## config.mk

```make
export PLATFORM = sky130hd
export DESIGN_NAME = srn_universal_shift
export DESIGN_NICKNAME = d
export VERILOG_FILES = /design/src/rtl/srn_universal_shift.sv
export SDC_FILE = /design/constraint.sdc
export NUM_CORES = 1
export LEC_CHECK = 0
export CORE_UTILIZATION = 36
export CTS_CLUSTER_SIZE = 12
export DETAILED_ROUTE_END_ITERATION = 7
export HOLD_SLACK_MARGIN = 0.02
export PLACE_DENSITY = 0.81
export SYNTH_ARGS = -nofsm -noshare
export SYNTH_HDL_FRONTEND = slang
export SYNTH_SLANG_ARGS = --single-unit
```

## constraint.sdc

```tcl
create_clock -name CLK -period 1.44 [get_ports CLK]
set_clock_uncertainty 0.05 [all_clocks]
set_input_delay 0.288 -clock CLK [delete_from_list [all_inputs] [get_ports CLK]]
set_output_delay 0.288 -clock CLK [all_outputs]
set_load 0.1 [all_outputs]
```

## src/rtl/srn_universal_shift.sv

```systemverilog
// ---------------------------------------------------------------------------
// srn_universal_shift
// Parametrised universal shift register. It can hold, shift left, shift right
// or parallel-load the word, and it drives a serial output at each end.
// A saturating counter tracks the shifts made since the last load or reset.
// FULL is a level that decodes a completed word. DONE is a one-cycle pulse
// raised on the shift that completes the word.
//
// Optional feature: define SRN_ROTATE_EN to make ROT turn both shift modes
// into rotates. When SRN_ROTATE_EN is undefined, ROT is ignored and no
// rotate logic is built.
// ---------------------------------------------------------------------------
module srn_universal_shift #(
    parameter int               WIDTH = 8,
    parameter logic [WIDTH-1:0] INIT  = {WIDTH{1'b0}}
) (
    input  logic                       CLK,
    input  logic                       R,
    input  logic                       CE,
    input  logic [1:0]                 MODE,
    input  logic                       SLI,
    input  logic                       SRI,
    input  logic                       ROT,
    input  logic [WIDTH-1:0]           D,
    output logic [WIDTH-1:0]           Q,
    output logic                       SLO,
    output logic                       SRO,
    output logic [$clog2(WIDTH+1)-1:0] CNT,
    output logic                       FULL,
    output logic                       DONE
);

    localparam int CW = $clog2(WIDTH + 1);

    // The counter saturates at CNT_FULL. CNT_LAST is the count just before a
    // word completes, which is the only count from which DONE can fire.
    localparam logic [CW-1:0] CNT_FULL = CW'(WIDTH);
    localparam logic [CW-1:0] CNT_LAST = CW'(WIDTH - 1);

    typedef enum logic [1:0] {
        MODE_HOLD  = 2'b00,
        MODE_LEFT  = 2'b01,
        MODE_RIGHT = 2'b10,
        MODE_LOAD  = 2'b11
    } mode_t;

    mode_t           mode;
    logic            left_in;
    logic            right_in;
    logic [CW-1:0]   cnt_inc;
    logic [WIDTH-1:0] q_next;
    logic [CW-1:0]   cnt_next;
    logic            done_next;

    assign mode = mode_t'(MODE);

`ifdef SRN_ROTATE_EN
    // Select the bit that enters the vacated end. With ROT set, each shift
    // mode feeds back the bit that leaves the opposite end, so the shift
    // becomes a rotate.
    always_comb begin
        left_in  = ROT ? Q[WIDTH-1] : SLI;
        right_in = ROT ? Q[0]       : SRI;
    end
`else
    // Rotation is compiled out, so the serial inputs always fill the vacated
    // end. ROT is still a port and is tied off here.
    logic unused_rot;
    assign unused_rot = ROT;
    assign left_in    = SLI;
    assign right_in   = SRI;
`endif

    // Increment the shift count, holding it once a whole word has gone by.
    // Further shifts past that point never wrap the counter.
    assign cnt_inc = (CNT == CNT_FULL) ? CNT_FULL : CNT + CW'(1);

    // Compute the next register state. Hold is the default for every field.
    // DONE is raised only by the shift that takes the counter from the last
    // partial count to full. Hold, load and a low CE all leave DONE low.
    always_comb begin
        q_next    = Q;
        cnt_next  = CNT;
        done_next = 1'b0;
        if (CE) begin
            case (mode)
                MODE_LEFT: begin
                    q_next    = {Q[WIDTH-2:0], left_in};
                    cnt_next  = cnt_inc;
                    done_next = (CNT == CNT_LAST);
                end
                MODE_RIGHT: begin
                    q_next    = {right_in, Q[WIDTH-1:1]};
                    cnt_next  = cnt_inc;
                    done_next = (CNT == CNT_LAST);
                end
                MODE_LOAD: begin
                    q_next   = D;
                    cnt_next = '0;
                end
                default: begin
                    q_next = Q;
                end
            endcase
        end
    end

    // Register the state. A synchronous reset beats CE and MODE, and it
    // throws away any partly shifted word.
    always_ff @(posedge CLK) begin
        if (R) begin
            Q    <= INIT;
            CNT  <= '0;
            DONE <= 1'b0;
        end else begin
            Q    <= q_next;
            CNT  <= cnt_next;
            DONE <= done_next;
        end
    end

    assign SLO  = Q[WIDTH-1];
    assign SRO  = Q[0];
    assign FULL = (CNT == CNT_FULL);

endmodule

```

==> results.json, run 1 <==
{
  "status": "finished with violations",
  "failed_checks": "negative setup slack",
  "synth_cell_types": 24,
  "layout-drive-gt1-share_pct": 51.16,
  "ys_warn_count": 0,
  "clock-sinks": 13,
  "drt_wl_total_um": 2226,
  "startpoint_type": "register",
  "syn_inst": 83,
  "syn_area_per_cell_um2": 8.397,
  "power_frac_seq_pct": 36.4,
  "final_common_cell": "buf_4",
  "synth_top_flop_cell": "dfxtp_1",
  "route.detailed.drc": 0,
  "switchingPower_uw": 447.9,
  "antennaDiodeCount": 0,
  "syn_to_final_growth_pct": 102.9,
  "synth_area_leader_cell": "dfxtp_1",
  "dr.pass1.iters": 4,
  "rsz0062_at_grt": "true",
  "power.internal_uw": 689.0,
  "slowest_delay_ps": 370,
  "synth_edf_count": 0,
  "power_density_nw_per_um2": 804.1,
  "clockBufferDepth": 2,
  "fmax_mhz": 619.4,
  "finalCritPeriodShare_pct": 112.1,
  "swShare_pct": 39.40,
  "p_comb_share_pct": 42.0,
  "nNetsFinal": 151,
  "holdBufCountCts": 0,
  "synth_top_family_by_area": "compound AO/OA/AOI/OAI gates",
  "crit_path_cell_trace": "inv_4, ha_4, and3b_4, buf_6, buf_12",
  "die_x_um": 46,
  "cp_max_fo": 2,
  "cpMaxStageDelayCell": "dfxtp_4",
  "path_delay_family": "flip-flops",
  "path_buf_inv": 3,
  "gp_congestion": 0.7031,
  "synth-simple-area-share_pct": 22.44,
  "synth_fa_ha_area_share_pct": 8.977,
  "synth_seq_area_share_pct": 37.34,
  "dpl_worst_slack_ps": -590.7,
  "overflow": 0,
  "reg2reg_from": "CNT[1]$_SDFFE_PP0P_",
  "required_ps": 1100,
  "worstHoldStart": "CNT[3]$_SDFFE_PP0P_",
  "drtIter0Drc": 26,
  "drt-vias-per-instance": 5.325,
  "timing.final.ws_setup_ps": -174.5,
  "peakVddDrop_uv": 889.3,
  "end_kind": "output pin",
  "cp-startpoint": "CNT[1]$_SDFFE_PP0P_",
  "slew_headroom_pct": 83.34,
  "worstSkewPairLatency_ps": 290,
  "placed_area_um2": 1304,
  "port_buffers": 30,
  "antenna_found_initial": 0,
  "num_rows": 15,
  "core-area_um2": 1764,
  "yosysTopAreaCellShare_pct": 37.34,
  "place_hpwl_um": 1428,
  "synth_xor_area_share_pct": 0,
  "grt_max_degree": 15,
  "slew_viol_final": 0,
  "die_h_um": 46,
  "setup_violations": 3,
  "p_leak_nw": 0.5545,
  "setup.worst_path.class": "register to output pin",
  "synth_nets": 104,
  "pwr-share-clk_pct": 21.7,
  "async_flop_share_pct": 0,
  "final_cell_mix": "buf_4, buf_12, clkdlybuf4s50_1",
  "wl_per_cell_um": 14.45,
  "vias": 820,
  "htreeDepth": 1,
  "r2r_slack_ps": -150,
  "grt_pass1_vias": 769,
  "synth-compound-area-share_pct": 23.88,
  "syn_area_um2": 696.9,
  "detail-route-antenna-nets": 0,
  "start_util_pct": 39.50,
  "track_usage_pct": 21.94,
  "hold_class": "register to register",
  "yosys-top-cells-area": "dfxtp_1, ha_1, a311oi_1",
  "worstMarginPinSlew_ps": 248.2,
  "cts.clk_slew.worst_paths_ps": 90,
  "muxShareOfSynthArea_pct": 0,
  "cts_tree": "yes",
  "hold_viol": 0,
  "fin_area_um2": 1414,
  "grt_first_pass_wirelength_um": 3187,
  "cp.arrival_ps": 1280,
  "fp.dieArea_um2": 2116,
  "cts_buffers": 3,
  "maxCapViolCount": 0,
  "cts-root-buf": "clkbuf_4",
  "io_pins": 32,
  "period_minus_slack_ps": 1615,
  "ys_ff_latch": 13
}
## registers in the layout (all words and copies together) (netlist names)
name and count:
DONE 1, CNT 4, Q 8
## worst register-to-register path: cells and delay by family, from the launching register on
| family | cells | cell delay, ps |
|---|---|---|
| and+or+nand+nor | 2 | 680 |
| DFF | 1 | 370 |
| buffers and inverters | 2 | 170 |
| adders and majority gates | 1 | 140 |
| AOI/OAI and AO/OA | 1 | 120 |
## kinds of logic after synthesis
group	after synthesis
buffers and inverters	11
AND/OR/NAND/NOR	31
adder cells (fa/ha/maj)	5
flip-flops	13
AO/OA/AOI/OAI	23
## per-stage QoR
stage,hold slack [ps],cells,setup TNS (ps),utilization [%],total power [mW]
3_5_place_dp,434.1,147,-5925,73.90,0.8732
2_1_floorplan,302.7,83,-688.7,-,0.6722
5_1_grt,476.2,154,-599.8,80.14,1.167
3_3_place_gp,422.6,147,-4875,73.90,0.8666
6_report,452.2,154,-475.7,80.14,1.137
4_1_cts,449.7,154,-480.3,78.72,1.121
## final timing paths
| path | to | cells past startpoint |
|---|---|---|
| hold reg to reg | DONE$_SDFF_PP0_ | 1 |
| setup / recovery | FULL | 5 |
| hold / removal | DONE$_SDFF_PP0_ | 1 |
| setup reg to reg | CNT[2]$_SDFFE_PP0P_ | 6 |
## synth_stat cells, types with 2 or more instances
library cell and instances:
o21ai_0 2, nand2_1 10, buf_2 2, buf_4 2
or4_1 3, clkbuf_1 3, ha_1 5, a21oi_1 4
nor2_1 10, inv_1 4, a311oi_1 7, dfxtp_1 13
a22oi_1 7
## power groups by stage
stage	Sequential [mW]	Clock, mW	Combinational [mW]
final	0.414	0.246	0.477
after global routing	0.418	0.252	0.497
after CTS	0.412	0.241	0.468
after detailed placement	0.422	0	0.451
after global placement	0.421	0	0.445
after floorplan	0.557	0	0.115
## area by class of cell
| class | count | area, um2 |
|---|---|---|
| inverters | 4 | 20.02 |
| fillers | 114 | 350.3 |
| clock buffers | 4 | 26.28 |
| repair buffers | 49 | 608.1 |
| multi-input cells | 59 | 445.4 |
| well taps | 25 | 31.28 |
| flip-flops and latches | 13 | 282.8 |
## layer usage
layer / up-vias / track usage [%] / share of wire [%]
met4: 0 / 17.65 / 3.3
met2: 41 / 35.21 / 49
met3: 7 / 3.968 / 5.5
met5: - / 0 / 0
met1: 379 / 25.12 / 42
li1: 393 / - / -
## timing repair
action / 4_1_cts / 5_1_grt
setup buffers: 3 / 0
endpoints found under the setup margin: 13 / 7
resized for setup: 11 / 7
pin swaps: 4 / 2
Power figures use the tool's default switching activity.
==> run 2, diff against run 1 <==
--- a/config.mk
+++ b/config.mk
@@ -10,6 +10,7 @@
 export DETAILED_ROUTE_END_ITERATION = 7
 export HOLD_SLACK_MARGIN = 0.02
 export PLACE_DENSITY = 0.81
+export SLEW_MARGIN = 20
 export SYNTH_ARGS = -nofsm -noshare
 export SYNTH_HDL_FRONTEND = slang
 export SYNTH_SLANG_ARGS = --single-unit
==> results of run 2 <==
Same layout as run 1: the final DEF is identical, and so are final timing and power.
==> run 3, diff against run 2 <==
--- a/config.mk
+++ b/config.mk
@@ -10,6 +10,7 @@
 export DETAILED_ROUTE_END_ITERATION = 7
 export HOLD_SLACK_MARGIN = 0.02
 export PLACE_DENSITY = 0.81
+export SKIP_CTS_REPAIR_TIMING = 1
 export SLEW_MARGIN = 20
 export SYNTH_ARGS = -nofsm -noshare
 export SYNTH_HDL_FRONTEND = slang
==> run 3 against run 2 <==
The flow still finishes with violations (negative setup slack); routed wire length down 7.5%; first-iteration DRC count down 58%; worst hold slack worse by 8.3 ps; critical endpoint unchanged; largest cell class unchanged.
==> results.json, run 3 (synthesized netlist as in run 1, its figures left out) <==
{
  "status": "finished with violations",
  "failed_checks": "negative setup slack",
  "slew_headroom_pct": 83.76,
  "cts-root-buf": "clkbuf_4",
  "hold-worst-slack_ps": 443.9,
  "start_util_pct": 39.50,
  "grt_first_pass_wirelength_um": 3063,
  "grt_pass1_vias": 720,
  "grt_busiest_layer": "met2",
  "grt_max_degree": 15,
  "power_density_nw_per_um2": 800.4,
  "fmax_mhz": 619.0,
  "vias": 791,
  "die_x_um": 46,
  "antenna_found_initial": 0,
  "worstHoldStart": "CNT[3]$_SDFFE_PP0P_",
  "htreeDepth": 1,
  "required_ps": 1100,
  "period_minus_slack_ps": 1616,
  "setup-tns-final_ps": -309.9,
  "overflow": 0,
  "regMostFlops": "Q",
  "hold_viol": 0,
  "cts.clk_slew.worst_paths_ps": 80,
  "cp.arrival_ps": 1280,
  "final_cell_mix": "buf_4, buf_12, clkdlybuf4s50_1",
  "cp_max_fo": 3,
  "use_met2_pct": 34.37,
  "maxCapViolCount": 0,
  "clockBufferDepth": 2,
  "detail-route-antenna-nets": 0,
  "crit_path_end": "FULL",
  "dpl_worst_slack_ps": -590.7,
  "cp-startpoint": "CNT[1]$_SDFFE_PP0P_",
  "io_pins": 32,
  "fin_cells": 154,
  "final_common_cell": "buf_4",
  "reg2reg_to": "CNT[2]$_SDFFE_PP0P_",
  "hold_class": "register to register",
  "core-area_um2": 1764,
  "wl_per_cell_um": 13.37,
  "timing.final.ws_setup_ps": -175.6,
  "placed_area_um2": 1304,
  "gp_congestion": 0.7031,
  "drtIter0Drc": 11,
  "setup_violations": 3,
  "met3_usage_pct": 3.571,
  "worstSkewPairLatency_ps": 290,
  "antennaDiodeCount": 0,
  "reg2reg_from": "CNT[0]$_SDFFE_PP0P_",
  "slowest_delay_ps": 370,
  "fp.dieArea_um2": 2116,
  "drt-vias-per-instance": 5.136,
  "total_power_mw": 1.129,
  "startpoint_type": "register",
  "port_buffers": 30,
  "r2r_slack_ps": -90,
  "place_hpwl_um": 1428,
  "met1_usage_pct": 24.64,
  "num_rows": 15,
  "route.detailed.drc": 0,
  "drt_wl_total_um": 2059,
  "end_kind": "output pin",
  "finalCritPeriodShare_pct": 112.2,
  "dr.pass1.iters": 4,
  "post-route-util_pct": 79.93,
  "slew_viol_final": 0,
  "cts_buffers": 3,
  "syn_to_final_growth_pct": 102.3,
  "crit_path_cell_trace": "inv_4, ha_4, and3b_4, buf_6, buf_12",
  "largest_reg_flops": 8,
  "peakVddDrop_uv": 798.6,
  "r2r_cells": 5,
  "rsz0062_at_grt": "true",
  "setup.worst_path.class": "register to output pin",
  "p_leak_nw": 0.5686,
  "track_usage_pct": 21.04,
  "worstMarginPinSlew_ps": 243.5,
  "die_h_um": 46,
  "nNetsFinal": 151,
  "cts_tree": "yes",
  "cpMaxStageDelayCell": "dfxtp_4",
  "dp.cells": 147,
  "layout-drive-gt1-share_pct": 48.06,
  "fin_area_um2": 1410,
  "clock-sinks": 13,
  "top_regs": "Q x8, CNT x4, DONE x1"
}
## run 3: cell type report
class | count | area, um2
Inverter | 4 | 20.02
Sequential cell | 13 | 282.8
Timing Repair Buffer | 49 | 615.6
Multi-Input combinational cell | 59 | 434.2
Fill cell | 108 | 354.1
Tap cell | 25 | 31.28
Clock buffer | 4 | 26.28
## run 3: how the worst min path moves through the flow
stage                                    to  cells after the start  slack, ps
after detailed placement    DONE$_SDFF_PP0_                      1        430
after global placement      DONE$_SDFF_PP0_                      1        420
after global routing        DONE$_SDFF_PP0_                      1        470
final                       DONE$_SDFF_PP0_                      1        440
after floorplan           Q[5]$_SDFFE_PP0P_                      1        300
after CTS                   DONE$_SDFF_PP0_                      1        450
## run 3: worst max-delay path: cells and delay by family (launching register included)
kind | cells | cell delay [ps]
simple gates | 1 | 180
fa+ha+maj | 1 | 140
buf+inv | 3 | 290
flops | 1 | 370
## run 3: where the power goes
group / switching [mW] / internal [mW]
sequential: 0.0331 / 0.381
clock: 0.134 / 0.108
combinational: 0.273 / 0.200
## run 3: per-layer routing
metal	wire, um	part of all wire [%]
met4	56	2.7
met3	92	4.5
met2	1052	51
met5	0	0
met1	857	42
